--- src/rtl/copro_pkg.sv ---
// Shared types and constants for the LM32 coprocessor dispatcher.
// Optional unit watchdog is enabled with the COPRO_TIMEOUT_EN macro.
package copro_pkg;

  typedef enum logic [2:0] {
    IDLE,
    WAIT,
    ERR,
    DONE,
    DRAIN
  } state_t;

  localparam int SEL_W       = 3;
  localparam int OPC_W       = 11;
  localparam int DATA_W      = 32;
  localparam int ERR_BAD_SEL = 0;
  localparam int ERR_TIMEOUT = 1;

  localparam logic [DATA_W-1:0] RES_BAD = 32'h0000_0000;
  localparam logic [DATA_W-1:0] RES_TMO = 32'hFFFF_FFFF;

endpackage

--- src/rtl/copro_dispatch_if.sv ---
// CPU user-instruction port plus shared coprocessor unit bus.
// slave = dispatcher view, master = environment (CPU and units) view.
interface copro_dispatch_if #(
  parameter int NUM_UNITS = 4
);
  import copro_pkg::*;

  logic                        cpu_valid;
  logic [OPC_W-1:0]            cpu_opcode;
  logic [DATA_W-1:0]           cpu_op0;
  logic [DATA_W-1:0]           cpu_op1;
  logic [DATA_W-1:0]           cpu_result;
  logic                        cpu_complete;

  logic [NUM_UNITS-1:0]        unit_valid;
  logic [OPC_W-1:0]            unit_opcode;
  logic [DATA_W-1:0]           unit_op0;
  logic [DATA_W-1:0]           unit_op1;
  logic [DATA_W*NUM_UNITS-1:0] unit_result;
  logic [NUM_UNITS-1:0]        unit_complete;

  modport slave (
    input  cpu_valid, cpu_opcode, cpu_op0, cpu_op1, unit_result, unit_complete,
    output cpu_result, cpu_complete, unit_valid, unit_opcode, unit_op0, unit_op1
  );

  modport master (
    output cpu_valid, cpu_opcode, cpu_op0, cpu_op1, unit_result, unit_complete,
    input  cpu_result, cpu_complete, unit_valid, unit_opcode, unit_op0, unit_op1
  );

endinterface

--- src/rtl/copro_watchdog.sv ---
// Cycle counter for the WAIT state; expire fires on the LIMIT-th counted cycle.
// Only instantiated when COPRO_TIMEOUT_EN is defined.
module copro_watchdog #(
  parameter int LIMIT = 1024
) (
  input  logic clk,
  input  logic rst,
  input  logic clear,
  input  logic count_en,
  output logic expire
);

  localparam int CntW = $clog2(LIMIT) + 1;

  logic [CntW-1:0] cnt;

  always_ff @(posedge clk) begin
    if (rst || clear) begin
      cnt <= '0;
    end else if (count_en) begin
      cnt <= cnt + CntW'(1);
    end
  end

  // The current cycle counts, so the limit is hit while cnt still reads LIMIT-1.
  assign expire = count_en && ((cnt + CntW'(1)) == CntW'(LIMIT));

endmodule

--- src/rtl/copro_dispatch.sv ---
// Routes LM32 user instructions to one of NUM_UNITS coprocessors and returns the result.
// Define COPRO_TIMEOUT_EN to build the per-operation unit watchdog.
module copro_dispatch
  import copro_pkg::*;
#(
  parameter int NUM_UNITS      = 4,
  parameter int SEL_LSB        = 8,
  parameter int TIMEOUT_CYCLES = 1024
) (
  input  logic                clk,
  input  logic                rst,
  copro_dispatch_if.slave     bus,
  input  logic                err_clr,
  output logic [1:0]          err,
  output logic                busy
);

  state_t               state;
  state_t               state_nxt;
  logic [SEL_W-1:0]     cpu_sel;
  logic                 sel_ok;
  logic [SEL_W-1:0]     sel_q;
  logic [OPC_W-1:0]     opc_q;
  logic [DATA_W-1:0]    op0_q;
  logic [DATA_W-1:0]    op1_q;
  logic [DATA_W-1:0]    res_q;
  logic [1:0]           err_q;
  logic [1:0]           err_set;
  logic [NUM_UNITS-1:0] sel_mask;
  logic [DATA_W-1:0]    res_sel;
  logic                 sel_done;
  logic                 tmo_expire;

  assign cpu_sel = bus.cpu_opcode[SEL_LSB +: SEL_W];
  assign sel_ok  = int'(cpu_sel) < NUM_UNITS;

  always_comb begin
    sel_mask = '0;
    res_sel  = '0;
    for (int i = 0; i < NUM_UNITS; i++) begin
      if (sel_q == SEL_W'(i)) begin
        sel_mask[i] = 1'b1;
        res_sel     = bus.unit_result[DATA_W*i +: DATA_W];
      end
    end
  end

  // Completions from units other than the latched one never reach the FSM.
  assign sel_done = |(bus.unit_complete & sel_mask);

`ifdef COPRO_TIMEOUT_EN
  copro_watchdog #(
    .LIMIT (TIMEOUT_CYCLES)
  ) u_watchdog (
    .clk      (clk),
    .rst      (rst),
    .clear    (state != WAIT),
    .count_en (state == WAIT),
    .expire   (tmo_expire)
  );
`else
  logic unused_tmo_limit;
  assign unused_tmo_limit = ^TIMEOUT_CYCLES;
  assign tmo_expire       = 1'b0;
`endif

  always_ff @(posedge clk) begin
    if (rst) begin
      state <= IDLE;
    end else begin
      state <= state_nxt;
    end
  end

  always_comb begin
    state_nxt = state;
    case (state)
      IDLE:    if (bus.cpu_valid) state_nxt = sel_ok ? WAIT : ERR;
      WAIT:    if (sel_done || tmo_expire) state_nxt = DONE;
      ERR:     state_nxt = DONE;
      DONE:    state_nxt = DRAIN;
      DRAIN:   if (!bus.cpu_valid) state_nxt = IDLE;
      default: state_nxt = IDLE;
    endcase
  end

  always_comb begin
    err_set              = '0;
    err_set[ERR_BAD_SEL] = (state == ERR);
    err_set[ERR_TIMEOUT] = (state == WAIT) && !sel_done && tmo_expire;
  end

  // Operand latches and result register; a real completion beats a same-cycle timeout.
  always_ff @(posedge clk) begin
    if (rst) begin
      sel_q <= '0;
      opc_q <= '0;
      op0_q <= '0;
      op1_q <= '0;
      res_q <= '0;
      err_q <= '0;
    end else begin
      if (state == IDLE && bus.cpu_valid) begin
        sel_q <= cpu_sel;
        opc_q <= bus.cpu_opcode;
        op0_q <= bus.cpu_op0;
        op1_q <= bus.cpu_op1;
      end
      if (state == WAIT && sel_done) begin
        res_q <= res_sel;
      end else if (state == WAIT && tmo_expire) begin
        res_q <= RES_TMO;
      end else if (state == ERR) begin
        res_q <= RES_BAD;
      end
      err_q <= (err_q & ~{2{err_clr}}) | err_set;
    end
  end

  assign bus.unit_valid   = (state == WAIT) ? sel_mask : '0;
  assign bus.unit_opcode  = opc_q;
  assign bus.unit_op0     = op0_q;
  assign bus.unit_op1     = op1_q;
  assign bus.cpu_result   = res_q;
  assign bus.cpu_complete = (state == DONE);
  assign err              = err_q;
  assign busy             = (state != IDLE);

endmodule

--- src/flat_wrapper.sv ---
// flat-port wrapper written by rule: the top's interface ports become plain ports
module copro_dispatch_flat import copro_pkg::*;
#(
  parameter int NUM_UNITS      = 4,
  parameter int SEL_LSB        = 8,
  parameter int TIMEOUT_CYCLES = 1024
)
  (clk, rst, err_clr, err, busy, bus_cpu_valid, bus_cpu_opcode, bus_cpu_op0, bus_cpu_op1, bus_unit_result, bus_unit_complete, bus_cpu_result, bus_cpu_complete, bus_unit_valid, bus_unit_opcode, bus_unit_op0, bus_unit_op1);
  copro_dispatch_if #(.NUM_UNITS(NUM_UNITS)) bus_i ();
  input  logic clk;
  input  logic rst;
  input  logic err_clr;
  output logic [1:0] err;
  output logic busy;
  input wire logic [$bits(bus_i.cpu_valid)-1:0] bus_cpu_valid;
  input wire logic [$bits(bus_i.cpu_opcode)-1:0] bus_cpu_opcode;
  input wire logic [$bits(bus_i.cpu_op0)-1:0] bus_cpu_op0;
  input wire logic [$bits(bus_i.cpu_op1)-1:0] bus_cpu_op1;
  input wire logic [$bits(bus_i.unit_result)-1:0] bus_unit_result;
  input wire logic [$bits(bus_i.unit_complete)-1:0] bus_unit_complete;
  output wire logic [$bits(bus_i.cpu_result)-1:0] bus_cpu_result;
  output wire logic [$bits(bus_i.cpu_complete)-1:0] bus_cpu_complete;
  output wire logic [$bits(bus_i.unit_valid)-1:0] bus_unit_valid;
  output wire logic [$bits(bus_i.unit_opcode)-1:0] bus_unit_opcode;
  output wire logic [$bits(bus_i.unit_op0)-1:0] bus_unit_op0;
  output wire logic [$bits(bus_i.unit_op1)-1:0] bus_unit_op1;
  assign bus_i.cpu_valid = bus_cpu_valid;
  assign bus_i.cpu_opcode = bus_cpu_opcode;
  assign bus_i.cpu_op0 = bus_cpu_op0;
  assign bus_i.cpu_op1 = bus_cpu_op1;
  assign bus_i.unit_result = bus_unit_result;
  assign bus_i.unit_complete = bus_unit_complete;
  assign bus_cpu_result = bus_i.cpu_result;
  assign bus_cpu_complete = bus_i.cpu_complete;
  assign bus_unit_valid = bus_i.unit_valid;
  assign bus_unit_opcode = bus_i.unit_opcode;
  assign bus_unit_op0 = bus_i.unit_op0;
  assign bus_unit_op1 = bus_i.unit_op1;
  copro_dispatch #(.NUM_UNITS(NUM_UNITS), .SEL_LSB(SEL_LSB), .TIMEOUT_CYCLES(TIMEOUT_CYCLES)) u_core (.clk(clk), .rst(rst), .bus(bus_i), .err_clr(err_clr), .err(err), .busy(busy));
endmodule
--- config.mk ---
export PLATFORM = sky130hd
export DESIGN_NAME = copro_dispatch_flat
export DESIGN_NICKNAME = d
export VERILOG_FILES = /design/src/rtl/copro_pkg.sv /design/src/rtl/copro_dispatch_if.sv /design/src/rtl/copro_watchdog.sv /design/src/rtl/copro_dispatch.sv /design/src/flat_wrapper.sv
export SDC_FILE = /design/constraint.sdc
export NUM_CORES = 1
export LEC_CHECK = 0
export CAP_MARGIN = 10
export CORE_ASPECT_RATIO = 0.9
export CORE_MARGIN = 4
export CORE_UTILIZATION = 25
export CTS_CLUSTER_SIZE = 8
export DETAILED_ROUTE_END_ITERATION = 6
export PLACE_DENSITY_LB_ADDON = 0.15
export SLEW_MARGIN = 20
export SYNTH_ARGS = -nofsm -noshare
export SYNTH_HDL_FRONTEND = slang
export SYNTH_HIERARCHICAL = 1
export SYNTH_SLANG_ARGS = --single-unit
--- constraint.sdc ---
create_clock -name clk -period 4 [get_ports clk]
set_clock_uncertainty 0.15 [all_clocks]
set_input_delay 0.6 -clock clk [delete_from_list [all_inputs] [get_ports clk]]
set_output_delay 0.6 -clock clk [all_outputs]
set_load 0.05 [all_outputs]
* After elaboration in Yosys (flattened, before gate mapping)
Cells that the tools add are included.
** Word-level totals
- Output and inout bits :: 115
- Register bits after elaboration :: 115
- Logic and storage cells :: 46
- Input bits :: 211
** Cells by class
- Multiplexer cells :: 16
- Bitwise operators :: 4
- Reductions and logical operators :: 8
- Eq/ne operators :: 10
- Order comparisons :: 1
** Operators with widths (count)
- 2-to-1 mux 32 bit :: 6
- case mux 3 bit (5 select lines) :: 1
- == test 3 x 2 -> 1 bit, second input constant :: 4
- 2-to-1 mux 3 bit :: 3
- == test 3 x 1 -> 1 bit, second input constant :: 2
- logical NOT 3 bit :: 2
- bitwise AND 4 bit :: 1
- 2-to-1 mux 1 bit :: 4
- 2-to-1 mux 4 bit :: 1
- != test 2 bit, second input constant :: 2
- OR reduction 4 bit :: 1
- == test 3 bit, second input constant :: 1
- less-than comparator 3 bit, second input constant :: 1
- AND reduction 3 bit :: 1
- nonzero test 3 bit :: 1
- bitwise AND 2 bit :: 1
- logical AND 1 bit :: 2
- 2-to-1 mux 2 bit :: 1
- != test 2 x 1 -> 1 bit, second input constant :: 1
- inverter 2 bit :: 1
- OR 2 x 1 -> 2 bit :: 1
- nonzero test 2 bit :: 1

* Logic depth before layout (Yosys ltp)
- Word-level depth :: 6
- Mapped depth :: 7

* Worst setup path after synthesis
No wires, ideal clock.
- Kind :: flip-flop to output port
- Start point :: reg u_core.sel_q[2]
- End point :: out bus_unit_valid[1]
- Path slack :: 0.930 ns
- Cell stages (with the launch flop) :: 3
- Arrival :: 2.320 ns
- Cells stage by stage :: dfxtp_1 or4b_4 nor3b_1
** On the way
- Word-level cells in the longest chain between the ends :: 3
** Ends and longest elaborated chain
- start, declared :: RTL line copro_dispatch.sv:22 : logic [SEL_W-1:0] sel_q;
- start signal, assigned :: RTL line copro_dispatch.sv:104 : sel_q <= cpu_sel;
- == test 3 x 1 -> 1 bit :: RTL line copro_dispatch.sv:41 : if (sel_q == SEL_W'(i)) begin
- 2-to-1 mux 1 bit :: RTL line copro_dispatch.sv:41
- 2-to-1 mux 4 bit :: RTL line copro_dispatch.sv:120 : assign bus.unit_valid = (state == WAIT) ? sel_mask : '0;
- end, declared :: RTL line flat_wrapper.sv:23 : output wire logic [$bits(bus_i.unit_valid)-1:0] bus_unit_valid;
No other way between the ends.

* Worst setup path in the final report
- Start point :: reg u_core.state[0]
- End point :: out bus_unit_valid[1]
** On the way
- Word-level cells in the longest chain between the ends :: 2
** Ends and longest elaborated chain
- start, declared :: RTL line copro_dispatch.sv:18 : state_t state;
- start signal, assigned :: RTL line copro_dispatch.sv:71 : state <= state_nxt;
- == test 3 x 1 -> 1 bit
- 2-to-1 mux 4 bit :: RTL line copro_dispatch.sv:120
No other way between the ends.

==> run metrics <==
area leader, netlist=dfxtp_1; postcts setup bufs=0; sequential area share after synthesis=46.94%; static leakage=2.965 nW; Worst EP required=3.25 ns; Die X=153.7 um; H-Tree Depth=3; Setup crit start kind=register; Area contributors post-synth=dfxtp_1 47%, nand2_1 12%, a21oi_1 8.2%, mux2i_1 6.9%, a22o_1 5.9%; Area Overhead vs Synth=76.38%; die area=0.02139 mm^2; vias in the first global route=5212; status=finished, final reports clean; type of the worst setup path=reg -> out; Num CTS Buffers=9; drt drc=0; Global Route Usage Sum=16.80%; post-DR wirelength/cell=17.07 um; critical path endpoint category=output pin; Mapped Area=0.004777 mm^2; Synth Warn #=6; pwr/cell area=381.4 mW/mm^2; VDD IR max=0.2319 mV; Clock Latency Late Sink=0.35 ns; CORE AREA=0.01858 mm^2; PortBufs=325; post-route ant nets=0; WP buf/inv=1; largest net degree at the start of global routing=76; WP data arrival=2.47 ns; TritonCTS clock tree=built; Gate Count Post-Synth=557; Worst-path clk slew=0.08 ns; chip height=139.1 um; global placer's final weighted congestion=0.8304; Via density=4.661; # rows=47; post-synthesis cell type count=31; slowest CP cell=clkdlybuf4s50_1; RSZ-0062 raised after global routing=false; CP max stage delay=0.85 ns; initial antenna violation count=0; clk root buf=clkbuf_16; number of diodes=0; DR pass1 iterations=5; Initial Util=25.71%; Hold Path Class=reg -> reg; critical path's top delay family=buffers and inverters; Worst Tran Pin Value=0.8740 ns; grt ovf=0; min cycle time layout=3.223 ns; Synth Net Count=768; Starting DRT DRC Count=248; final hold violations=0; Max Cap Viol=0; Nets=1061; TNS Setup=0 ns; io pins=326; f_max=0.3103 GHz; clk buf depth=2; CTS Hold Bufs=0; global-route wire length before repair=29050 um; CTS sink count=112; Slew Limit Headroom=41.73%; FILL cells=1826; post-detail-place hpwl=14160 um; crit path max fanout=10; top-area cell type share of the netlist area=46.94%; via count=5127; CP Cell Sequence=or4b_4, nor3b_1, clkdlybuf4s50_1; final worst hold slack=0.3047 ns; Pins Over Slew Limit=0; Overall Power=3.213 mW; count of cells resized by post-cts repair=0; WL final=18780 um; synthesized area per cell=8.576 um^2; period utilization=80.58%; Yosys reg bits=112; layout cell share with drive strength beyond 1=4.211%; Setup-failing EPs final=0
cell families after synthesis:
logic type / after synthesis / synth area share (%)
multiplexers: 34 / 7.229
AND/OR/NAND/NOR: 176 / 15.30
AO/OA/AOI/OAI: 179 / 24.52
flip-flops: 112 / 46.94
buffers and inverters: 56 / 6.024
tightest hold or removal path, stage by stage (launching register included):
cell and delay, ns:
dfxtp_1 0.31, nand2_1 0.05, a21oi_1 0.05
power breakdown:
part	total [mW]	internal [mW]	switching, mW	leakage (nW)
Combinational	1.07	0.444	0.625	1.91
Sequential	1.26	1.20	0.0543	0.916
Clock	0.887	0.436	0.451	0.144
Total	3.21	2.08	1.13	2.96
per-stage QoR:
step	area (um^2)	worst slack, ns	utilization (%)	std cells
2_1_floorplan	4777	0.9304	-	557
3_3_place_gp	8139	1.194	43.80	1084
3_5_place_dp	8139	1.167	43.80	1084
4_1_cts	8426	0.7652	45.34	1100
5_1_grt	8426	0.6691	45.34	1100
6_report	8426	0.7769	45.34	1100
sequential cells by signal, summed over array words and instances (netlist names):
signal,cells
u_core/bus.unit_op1,32
u_core/bus.unit_opcode,8
u_core/state,3
u_core/bus.cpu_result,32
u_core/bus.unit_op0,32
u_core/err,2
u_core/sel_q,3
layout make-up:
type / count / area (um^2) / share of cell area [%]
Timing Repair Buffer: 335 / 3323 / 39.44
Sequential cell: 112 / 2247 / 26.67
Clock inverter: 7 / 61.31 / 0.7277
Multi-Input combinational cell: 389 / 2251 / 26.72
Tap cell: 245 / 306.5 / 3.638
Inverter: 3 / 11.26 / 0.1337
Clock buffer: 9 / 225.2 / 2.673
placed cells by master, fill, tap and decap left out, types with 2 or more instances in the layout:
cell type and n:
clkinv_2 2, clkbuf_16 9, a21oi_1 78, buf_4 10, clkdlybuf4s50_1 324, mux2i_1 33
a22o_1 32, nand2_1 151, inv_1 3, nor3_1 3, inv_6 4, nor3b_1 3
o221ai_1 32, nand2b_1 3, dfxtp_1 110, nor2_1 7, o21ai_0 32
layer usage:
layer / global-route usage, % / share of wire (%) / vias up
met5: 0 / 0 / -
met4: 3.625 / 0.62 / 0
met3: 8.019 / 11 / 8
met2: 28.48 / 48 / 234
met1: 19.36 / 41 / 2344
li1: - / - / 2541
synthesized netlist by cell type, drive strengths merged:
| cell | instances |
|---|---|
| nand2 | 152 |
| dfxtp | 112 |
| a21oi | 78 |
| mux2i | 33 |
| a22o | 32 |
| o21ai | 32 |
| o221ai | 32 |
| clkbuf | 31 |
| buf | 22 |
| nor2 | 7 |
| nor3 | 4 |
| inv | 3 |
| nand2b | 3 |
| nor3b | 3 |
| a211o | 1 |
| a2bb2oi | 1 |
| a31oi | 1 |
| and2 | 1 |
| and3 | 1 |
| and3b | 1 |
| mux2 | 1 |
| nand4bb | 1 |
| nor2b | 1 |
| nor4b | 1 |
| o2bb2ai | 1 |
| o31ai | 1 |
| or4b | 1 |
worst paths after layout:
kind                           start                       end  slack, ns  depth (start not counted)
max                  u_core/state[0]         bus_unit_valid[1]       0.78                          3
min          u_core/bus.unit_op1[22]   u_core/bus.unit_op1[22]       0.30                          2
max reg2reg          u_core/sel_q[1]  u_core/bus.cpu_result[0]       1.92                          4
min reg2reg  u_core/bus.unit_op1[22]   u_core/bus.unit_op1[22]       0.30                          2
Note: power is estimated with default switching activity, not from simulation.
